### src/rtl/hash_ctrl_pkg.sv
// rtl/hash_ctrl_pkg.sv - shared types and constants for the hash sequencing controller
package hash_ctrl_pkg;

    typedef enum logic [1:0] {
        IDLE = 2'd0,
        REQ  = 2'd1,
        WAIT = 2'd2
    } hash_ctrl_state_e;

    // Control register bit positions (write side)
    localparam int CtrlStartBit = 0;
    localparam int CtrlInitBit  = 1;
    localparam int CtrlClearBit = 2;

    // Status register bit positions (read side)
    localparam int StatBusyBit  = 0;
    localparam int StatDoneBit  = 1;
    localparam int StatErrorBit = 2;

    // Default block and digest widths
    localparam int DefaultBlockWidth  = 512;
    localparam int DefaultDigestWidth = 160;

endpackage

### src/rtl/hash_ctrl_watchdog.sv
// rtl/hash_ctrl_watchdog.sv - loadable up-counter raising an expiry pulse on its last cycle
module hash_ctrl_watchdog #(
    parameter int TimeoutCycles = 1024,
    parameter int CntWidth      = $clog2(TimeoutCycles + 1)
) (
    input  logic i_clk,
    input  logic i_rst_n,
    input  logic i_load,
    input  logic i_en,
    output logic o_expired
);

    localparam logic [CntWidth-1:0] LastCount = CntWidth'(TimeoutCycles - 1);

    logic [CntWidth-1:0] r_count;

    // Restart from zero on load; otherwise count enabled cycles, holding at the last value
    always_ff @(posedge i_clk or negedge i_rst_n) begin
        if (!i_rst_n) begin
            r_count <= '0;
        end else if (i_load) begin
            r_count <= '0;
        end else if (i_en && (r_count != LastCount)) begin
            r_count <= r_count + 1'b1;
        end
    end

    assign o_expired = i_en && (r_count == LastCount);

endmodule

### src/rtl/hash_ctrl.sv
// rtl/hash_ctrl.sv - snapshots a block, hands it to the hash core and collects the digest
module hash_ctrl
    import hash_ctrl_pkg::*;
#(
    parameter int BlockWidth    = DefaultBlockWidth,
    parameter int DigestWidth   = DefaultDigestWidth,
    parameter int TimeoutCycles = 1024,
    parameter int CntWidth      = $clog2(TimeoutCycles + 1)
) (
    input  logic                   clk_i,
    input  logic                   rst_ni,
    input  logic                   ctrl_start_i,
    input  logic                   ctrl_init_i,
    input  logic                   ctrl_clear_i,
    input  logic [BlockWidth-1:0]  block_i,
    output logic                   core_valid_o,
    input  logic                   core_ready_i,
    output logic [BlockWidth-1:0]  core_block_o,
    output logic                   core_init_o,
    input  logic                   core_done_i,
    input  logic [DigestWidth-1:0] core_digest_i,
    output logic                   core_abort_o,
    output logic [DigestWidth-1:0] digest_o,
    output logic                   busy_o,
    output logic                   done_o,
    output logic                   error_o,
    output logic                   irq_o
);

    hash_ctrl_state_e r_state;
    hash_ctrl_state_e w_state_next;

    logic [BlockWidth-1:0]  r_block;
    logic                   r_init;
    logic [DigestWidth-1:0] r_digest;
    logic                   r_done;
    logic                   r_error;
    logic                   r_irq;

    logic w_busy;
    logic w_start_idle;
    logic w_start_busy;
    logic w_handshake;
    logic w_done_evt;
    logic w_expired;
    logic w_timeout_evt;
    logic w_set_error;

    assign w_busy        = (r_state != IDLE);
    assign w_start_idle  = (r_state == IDLE) && ctrl_start_i;
    assign w_start_busy  = w_busy && ctrl_start_i;
    assign w_handshake   = (r_state == REQ) && core_ready_i;
    assign w_done_evt    = (r_state == WAIT) && core_done_i;
    // A completion in the expiry cycle takes priority over the timeout
    assign w_timeout_evt = w_expired && !core_done_i;
    assign w_set_error   = w_timeout_evt || w_start_busy;

    hash_ctrl_watchdog #(
        .TimeoutCycles (TimeoutCycles),
        .CntWidth      (CntWidth)
    ) u_watchdog (
        .i_clk     (clk_i),
        .i_rst_n   (rst_ni),
        .i_load    (w_handshake),
        .i_en      (r_state == WAIT),
        .o_expired (w_expired)
    );

    // State register
    always_ff @(posedge clk_i or negedge rst_ni) begin
        if (!rst_ni) begin
            r_state <= IDLE;
        end else begin
            r_state <= w_state_next;
        end
    end

    // Next-state decode; a start while busy never disturbs sequencing
    always_comb begin
        w_state_next = r_state;
        case (r_state)
            IDLE:    if (ctrl_start_i) w_state_next = REQ;
            REQ:     if (core_ready_i) w_state_next = WAIT;
            WAIT:    if (core_done_i || w_expired) w_state_next = IDLE;
            default: w_state_next = IDLE;
        endcase
    end

    // Block and init snapshot taken on an accepted start, stable while the request is pending
    always_ff @(posedge clk_i or negedge rst_ni) begin
        if (!rst_ni) begin
            r_block <= '0;
            r_init  <= 1'b0;
        end else if (w_start_idle) begin
            r_block <= block_i;
            r_init  <= ctrl_init_i;
        end
    end

    // Digest capture only on a completion while waiting; survives clear and error
    always_ff @(posedge clk_i or negedge rst_ni) begin
        if (!rst_ni) begin
            r_digest <= '0;
        end else if (w_done_evt) begin
            r_digest <= core_digest_i;
        end
    end

    // Sticky flags: set beats clear, and an accepted start clears both
    always_ff @(posedge clk_i or negedge rst_ni) begin
        if (!rst_ni) begin
            r_done  <= 1'b0;
            r_error <= 1'b0;
            r_irq   <= 1'b0;
        end else begin
            if (w_done_evt) begin
                r_done <= 1'b1;
            end else if (ctrl_clear_i || w_start_idle) begin
                r_done <= 1'b0;
            end
            if (w_set_error) begin
                r_error <= 1'b1;
            end else if (ctrl_clear_i || w_start_idle) begin
                r_error <= 1'b0;
            end
            r_irq <= w_done_evt || w_set_error;
        end
    end

    assign core_valid_o = (r_state == REQ);
    assign core_block_o = r_block;
    assign core_init_o  = r_init;
    assign core_abort_o = w_timeout_evt;
    assign digest_o     = r_digest;
    assign busy_o       = w_busy;
    assign done_o       = r_done;
    assign error_o      = r_error;
    assign irq_o        = r_irq;

endmodule

### config.mk
export PLATFORM = sky130hd
export DESIGN_NAME = hash_ctrl
export DESIGN_NICKNAME = d
export VERILOG_FILES = /design/src/rtl/hash_ctrl_pkg.sv /design/src/rtl/hash_ctrl_watchdog.sv /design/src/rtl/hash_ctrl.sv
export SDC_FILE = /design/constraint.sdc
export NUM_CORES = 1
export LEC_CHECK = 0
export CAP_MARGIN = 5
export CORE_AREA = 2 2 535 537
export CTS_CLUSTER_DIAMETER = 50
export CTS_CLUSTER_SIZE = 40
export DETAILED_ROUTE_END_ITERATION = 16
export DIE_AREA = 0 0 537 539
export PLACE_DENSITY = 0.39
export SLEW_MARGIN = 10
export SYNTH_ARGS = -nofsm -noshare
export SYNTH_HDL_FRONTEND = slang
export SYNTH_SLANG_ARGS = --single-unit
### constraint.sdc
create_clock -name clk_i -period 2 [get_ports clk_i]
set_input_delay 0.2 -clock clk_i [delete_from_list [all_inputs] [get_ports clk_i]]
set_output_delay 0.2 -clock clk_i [all_outputs]
set_load 0.05 [all_outputs]
==> flow_metrics.env, run 1 <==
export IMPL_p_per_area_mw_per_mm2=1980
export IMPL_fp_coreArea_mm2=0.284
export IMPL_grt_total_usage_pct=12.4
export IMPL_vdd_drop_max_mv=1.09
export IMPL_worst_r2r_setup_slack_ps=30
export IMPL_grt_pass1_vias=24200
export IMPL_critPathLaunchType="register"
export IMPL_io_buffers=1357
export IMPL_area_growth_pct=110
export IMPL_netlist_top_cells_area="dfrtp_1 (67%), mux2_2 (26%), mux2_1 (3.9%)"
export IMPL_p_leak_nw=22.3
export IMPL_htree_levels=4
export IMPL_nets=4288
export IMPL_grt_start_max_net_pins=63
export IMPL_grt_pass1_wl_um=237000
export IMPL_synth_seq_cells=689
export IMPL_rsz0062_at_grt="yes"
export IMPL_yosysWarningCount=0
export IMPL_cts_tree="done"
export IMPL_holdWs_ps=80.8
export IMPL_tightest_slew_ps=736
export IMPL_dp_cells=6660
export IMPL_fp_dieW_um=537
export IMPL_syn_nets=2187
export IMPL_hold_violations=0
export IMPL_path_cells="buf_6 > buf_8 > nand2b_4 > nor3_4 > buf_12"
export IMPL_wirelength_um=186000
export IMPL_crit_buf_inv=3
export IMPL_syn_area_mm2=0.0258
export IMPL_cp_required_ps=1800
export IMPL_layout_setup_ws_ps=-242
export IMPL_r2r_end="core_block_o[386]"
export IMPL_crit_family="buffers and inverters"
export IMPL_worst_path_max_delay_cell="dfrtp_1"
export IMPL_synth_top_flop_cell="dfrtp_1"
export IMPL_holdCritStartpoint="core_digest_i[65]"
export IMPL_synth_area_per_cell_um2=17.1
export IMPL_hold_path_class="input pin to register"
export IMPL_clock_latency_ps=810
export IMPL_clkSinkCount=689
export IMPL_drive_above_1_share_pct=35.1
export IMPL_synth_edff_count=0
export IMPL_root_buffer="clkbuf_16"
export IMPL_die_height_um=539
export IMPL_antenna_found_initial=110
export IMPL_crit_fanout=3
export IMPL_status="complete, but fails checks"
export IMPL_dp_hpwl_um=159000
export IMPL_vias_per_cell=2.91
export IMPL_synth_cell_type_count=36
export IMPL_initial_core_util_pct=9.09
export IMPL_violations="setup timing"
export IMPL_async_flop_share_pct=100
export IMPL_synth_top_cell_area_share_pct=66.8
export IMPL_worstPathArrival_ps=2040
export IMPL_min_period_ps=2240
export IMPL_ys_seq_area_share_pct=66.8
export IMPL_firstDrtPassIters=4
export IMPL_fillCellCount=30900
export IMPL_maxCapViolCount=0
export IMPL_crit_type="register to output pin"
export IMPL_drt_antenna_violating_nets=0
export IMPL_endpoint_kind="output pin"
export IMPL_num_vias=21900
export IMPL_dp_worst_setup_slack_ps=-271
export IMPL_place_congestion=0.773
export IMPL_grt_ovfl_total=0
export IMPL_utilization_pct=19.1
export IMPL_wl_per_cell_um=24.7
export IMPL_first_iter_violations=649
export IMPL_worstHoldPathCells=2
export IMPL_syn_inst=1507
export IMPL_min_period_over_period_pct=112
export IMPL_cpPeakStageDelay_ps=380
export IMPL_r2r_start="r_state[0]"
export IMPL_clock_tree_buffer_depth=4
export IMPL_max_freq_mhz=446
export IMPL_slew_violations=0
export IMPL_placement_rows=196
export IMPL_fin_setup_tns_ps=-257
export IMPL_drc=0
export IMPL_worst_clock_skew_ps=71.0
export IMPL_rr_worst_depth=8
export IMPL_path_clk_slew_ps=60
export IMPL_numCtsBuffers=134
export IMPL_dieArea_mm2=0.289
export IMPL_ios=1358
export IMPL_holdPathEnd="digest_o[65]"
export IMPL_setup_viol=2
export IMPL_yosysTopAreaCell="dfrtp_1"
export IMPL_relSlewSlack_pct=50.9
export IMPL_finalNonFillerCells=7522
## state kept, by name, indices dropped and copies added (netlist names)
name                cells
irq_o                   1
digest_o              160
core_block_o          512
u_watchdog.r_count     11
core_init_o             1
error_o                 1
done_o                  1
r_state                 2
## worst max path at each step
stage | from | endpoint | depth (start not counted) | slack, ps
5_1_grt | u_watchdog.r_count[0] | core_abort_o | 5 | -360
4_1_cts | u_watchdog.r_count[1] | core_abort_o | 5 | -430
3_5_place_dp | ctrl_start_i | core_block_o[496] | 7 | -270
6_report | r_state[0] | core_abort_o | 5 | -240
2_1_floorplan | r_state[1] | core_block_o[429] | 6 | 140
3_3_place_gp | ctrl_start_i | core_block_o[307] | 7 | -270
## metrics by stage
stage                     cell area, µm²  power [mW]
after floorplan                    25800        59.0
after global routing               54200         113
after CTS                          54000         110
final                              54200         107
after global placement             43900        86.3
after detailed placement           43900        86.5
## what timing repair did
item	in CTS	in global routing
setup buffers	7	5
resized for setup	470	8
pin swaps	5	2
hold buffers	562	0
hold endpoints to repair	1250	0
endpoints found under the setup margin	355	64
## synthesized netlist by cell type (4+ instances only)
| cell | n |
|---|---|
| and3_1 | 4 |
| buf_4 | 46 |
| mux2_1 | 89 |
| buf_2 | 18 |
| nand3_1 | 4 |
| buf_6 | 10 |
| a31oi_1 | 4 |
| dfrtp_1 | 689 |
| mux2_2 | 585 |
| nor2_1 | 9 |
| a211oi_1 | 4 |
| nand2_1 | 7 |
## report_power, final
part	switching, mW	internal (mW)	total, mW
registers	4.30	21.1	25.4
clock network	8.76	15.0	23.8
logic	40.8	17.4	58.2
## cell usage in the layout (no fill, tap or decap), drive strengths merged, types with 2 or more instances in the layout
cell,synthesis,layout
nand3,4,4
clkbuf,2,154
buf,74,450
and3,4,4
a221oi,2,2
nand2,8,8
nand3b,2,2
bufinv,0,16
nor2b,2,2
a21oi,3,3
dlygate4sd2,0,283
clkdlybuf4s15,0,68
mux2,674,674
o21ai,3,3
nand4,2,2
diode,0,53
dlygate4sd3,0,562
clkinvlp,0,17
clkdlybuf4s50,0,677
a211oi,4,4
inv,2,20
dfrtp,689,689
nor2,10,10
nand2b,3,3
a31oi,4,4
xnor2,2,2
a41o,2,2
clkinv,0,31
## metal layers
| metal | vias to the layer above | share of wire, % | track usage (%) |
|---|---|---|---|
| met3 | 318 | 14 | 7.33 |
| met2 | 1146 | 45 | 19.8 |
| li1 | 9701 | - | - |
| met5 | - | 0.16 | 0 |
| met1 | 10700 | 37 | 13.4 |
| met4 | 46 | 3.9 | 4.68 |
## cells by family (layout without fill, tap and decap cells)
kind of cell | Yosys count | in the layout | synth area share (%)
XOR/XNOR | 2 | 2 | 0.0679
other | 0 | 53 | 0
adder cells (fa/ha/maj) | 1 | 1 | 0.0485
buffers and inverters | 78 | 2278 | 2.18
flip-flops | 689 | 689 | 66.8
multiplexers | 675 | 675 | 29.4
AO/OA/AOI/OAI | 22 | 22 | 0.630
AND/OR/NAND/NOR | 40 | 40 | 0.839
## cell type report
type,instances,area [µm²],share of cell area [%]
Timing Repair Buffer,2041,19400,35.8
Antenna cell,53,133,0.245
Sequential cell,689,17200,31.8
Multi-Input combinational cell,740,8090,14.9
Inverter,2,7.51,0.0138
Tap cell,3762,4710,8.68
Clock inverter,82,1100,2.04
Clock buffer,153,3540,6.52
(Power assumes the default switching activity.)
==> run 2: changes to the inputs <==
Settings changed: CORE_AREA 2 2 535 537 to 2 2 521 523, DIE_AREA 0 0 537 539 to 0 0 523 525, PLACE_DENSITY 0.39 to 0.41, SYNTH_HIERARCHICAL set to 1.
==> run 2 against run 1 <==
Compared with the run above:
- the flow still finishes with violations (setup timing)
- clock power down 5%
- clock skew down 15 ps
- register-to-register slack worse by 220 ps
- critical path depth up 2
- count of clock-buffer cells in the layout down 13
- hold slack worse by 10 ps
- area after synthesis up 9.4%
- largest cell class unchanged
- largest power group unchanged
==> flow_metrics.env, run 2 <==
export IMPL_drc=0
export IMPL_synth_top_flop_cell="dfrtp_1"
export IMPL_hold_path_class="input pin to register"
export IMPL_dieArea_mm2=0.275
export IMPL_hold_violations=0
export IMPL_synth_area_per_cell_um2=18.7
export IMPL_first_iter_violations=724
export IMPL_layout_commonest_cell="dfrtp_1"
export IMPL_worstPathArrival_ps=2350
export IMPL_path_cells="nor2b_2 > nand2_1 > or3_4 > nor3_4 > nand2b_4 > clkinvlp_4 > buf_12"
export IMPL_num_vias=22300
export IMPL_total_power_mw=115
export IMPL_fp_dieW_um=523
export IMPL_ios=1358
export IMPL_crit_buf_inv=2
export IMPL_status="complete, but fails checks"
export IMPL_netlist_top_cells_area="dfrtp_1 (61%), mux2_4 (25%), mux2_2 (7.7%)"
export IMPL_holdCritStartpoint="core_digest_i[43]"
export IMPL_cts_tree="done"
export IMPL_async_flop_share_pct=100
export IMPL_setup_viol=485
export IMPL_wirelength_um=185000
export IMPL_grt_ovfl_total=0
export IMPL_cp_depth=7
export IMPL_drt_antenna_violating_nets=0
export IMPL_fillCellCount=28600
export IMPL_relSlewSlack_pct=62.9
export IMPL_dp_hpwl_um=150000
export IMPL_synth_top_cell_area_share_pct=61.1
export IMPL_min_period_over_period_pct=127
export IMPL_vdd_drop_max_mv=1.09
export IMPL_yosysTopAreaCell="dfrtp_1"
export IMPL_clock_tree_buffer_depth=4
export IMPL_syn_area_mm2=0.0282
export IMPL_synth_seq_cells=689
export IMPL_mostFrequentLayoutCells="dfrtp_1 (688), clkdlybuf4s50_1 (677), dlygate4sd3_1 (581)"
export IMPL_r2r_start="r_state[0]"
export IMPL_yosysWarningCount=6
export IMPL_fp_coreArea_mm2=0.269
export IMPL_grt_total_usage_pct=12.7
export IMPL_worst_r2r_setup_slack_ps=-190
export IMPL_clkSinkCount=689
export IMPL_endpoint_kind="output pin"
export IMPL_wl_per_cell_um=25.0
export IMPL_htree_levels=3
export IMPL_io_buffers=1357
export IMPL_slew_violations=0
export IMPL_violations="setup timing"
export IMPL_placement_rows=191
export IMPL_crit_fanout=3
export IMPL_worst_path_max_delay_cell="dfrtp_2"
export IMPL_endpoint="core_abort_o"
export IMPL_p_per_area_mw_per_mm2=1960
export IMPL_rsz0062_at_grt="yes"
export IMPL_fin_setup_tns_ps=-44240
export IMPL_critPathLaunchType="register"
export IMPL_clock_latency_ps=840
export IMPL_worst_clock_skew_ps=56.0
export IMPL_layout_setup_ws_ps=-545
export IMPL_path_clk_slew_ps=60
export IMPL_numCtsBuffers=120
export IMPL_nets=4378
export IMPL_p_leak_nw=25.3
export IMPL_synth_edff_count=0
export IMPL_cp_required_ps=1800
export IMPL_initial_core_util_pct=10.5
export IMPL_crit_type="register to output pin"
export IMPL_antenna_found_initial=69
export IMPL_ys_seq_area_share_pct=61.1
export IMPL_grt_pass1_vias=24600
export IMPL_r2r_end="core_block_o[215]"
export IMPL_synth_cell_type_count=43
export IMPL_rr_worst_depth=10
export IMPL_tightest_slew_ps=558
export IMPL_synthMostInstantiatedCell="dfrtp_1"
export IMPL_drive_above_1_share_pct=41.4
export IMPL_crit_path_start="r_state[0]"
export IMPL_grt_pass1_wl_um=237000
export IMPL_max_freq_mhz=393
export IMPL_grt_start_max_net_pins=61
export IMPL_place_congestion=0.842
export IMPL_root_buffer="clkbuf_16"
export IMPL_maxCapViolCount=0
export IMPL_cpPeakStageDelay_ps=410
export IMPL_syn_inst=1509
export IMPL_die_height_um=525
export IMPL_crit_family="simple AND/OR/NAND/NOR gates"
export IMPL_holdWs_ps=70.6
export IMPL_area_growth_pct=108
export IMPL_min_period_ps=2550
export IMPL_vias_per_cell=3.01
export IMPL_largest_register_ffs=512
export IMPL_firstDrtPassIters=6
export IMPL_synth_top_cells_by_count="dfrtp_1 (689), mux2_4 (478), mux2_2 (192)"
export IMPL_syn_nets=2189
==> run 2: repair_timing <==
item	CTS	global route
gates resized for setup	864	208
buffers inserted	24	34
pin swaps	3	3
hold buffers	581	0
cloned	19	28
hold endpoints to repair	1268	0
endpoints found under the setup margin	688	648
==> run 2: logic make-up after synthesis <==
logic type               count (synthesis)  synth area share (%)
AO/OA/AOI/OAI                           19                 0.457
XOR/XNOR                                 1                0.0310
adder cells (fa/ha/maj)                  1                0.0443
buffers and inverters                   82                  4.21
flip-flops                             689                  61.1
multiplexers                           676                  33.3
AND/OR/NAND/NOR                         41                 0.855
==> run 2: layout make-up <==
cell class,instances,area (µm²),area share [%]
Timing Repair Buffer,2144,22200,37.9
Antenna cell,37,92.6,0.158
Tap cell,3570,4470,7.62
Inverter,5,22.5,0.0384
Multi-Input combinational cell,738,10200,17.4
Sequential cell,689,17200,29.4
Clock inverter,81,1150,1.97
Clock buffer,140,3230,5.51
==> run 2: worst register-to-register path, stage by stage, from the launching register on <==
cell	delay [ps]
dfrtp_2	410
buf_6	120
buf_6	120
nor3b_4	180
buf_6	160
buf_16	160
buf_16	160
buf_8	160
buf_12	120
clkbuf_16	160
mux2_4	290
==> run 2: worst min path at each step <==
stage / endpoint / slack [ps] / depth (start not counted)
3_3_place_gp: core_block_o[187] / 180 / 2
3_5_place_dp: core_block_o[156] / 180 / 2
6_report: digest_o[43] / 70 / 2
5_1_grt: core_block_o[248] / 20 / 2
2_1_floorplan: core_block_o[0] / -100 / 0
4_1_cts: core_block_o[217] / 0.2 / 2
==> run 2: power by group <==
group          internal (mW)  switching [mW]
Combinational           24.9            41.5
Sequential              21.1            5.02
Clock                   14.4            8.21
Total                   60.4            54.7
==> run 2: metrics by stage <==
step	setup slack [ps]	instances	utilization [%]	instance area (µm²)
floorplan	63.5	1509	-	28200
global placement	-235	6473	16.9	45600
detailed placement	-228	6473	16.9	45600
CTS	-694	7318	21.2	57000
global route	-666	7387	21.8	58600
finish	-545	7404	21.8	58600
==> run 2: routing by layer <==
layer  wire [µm]  global-route usage (%)
met1       71800                    14.2
met2       85500                    20.8
met3       22700                    6.76
met4        4820                    3.59
met5         350                       0
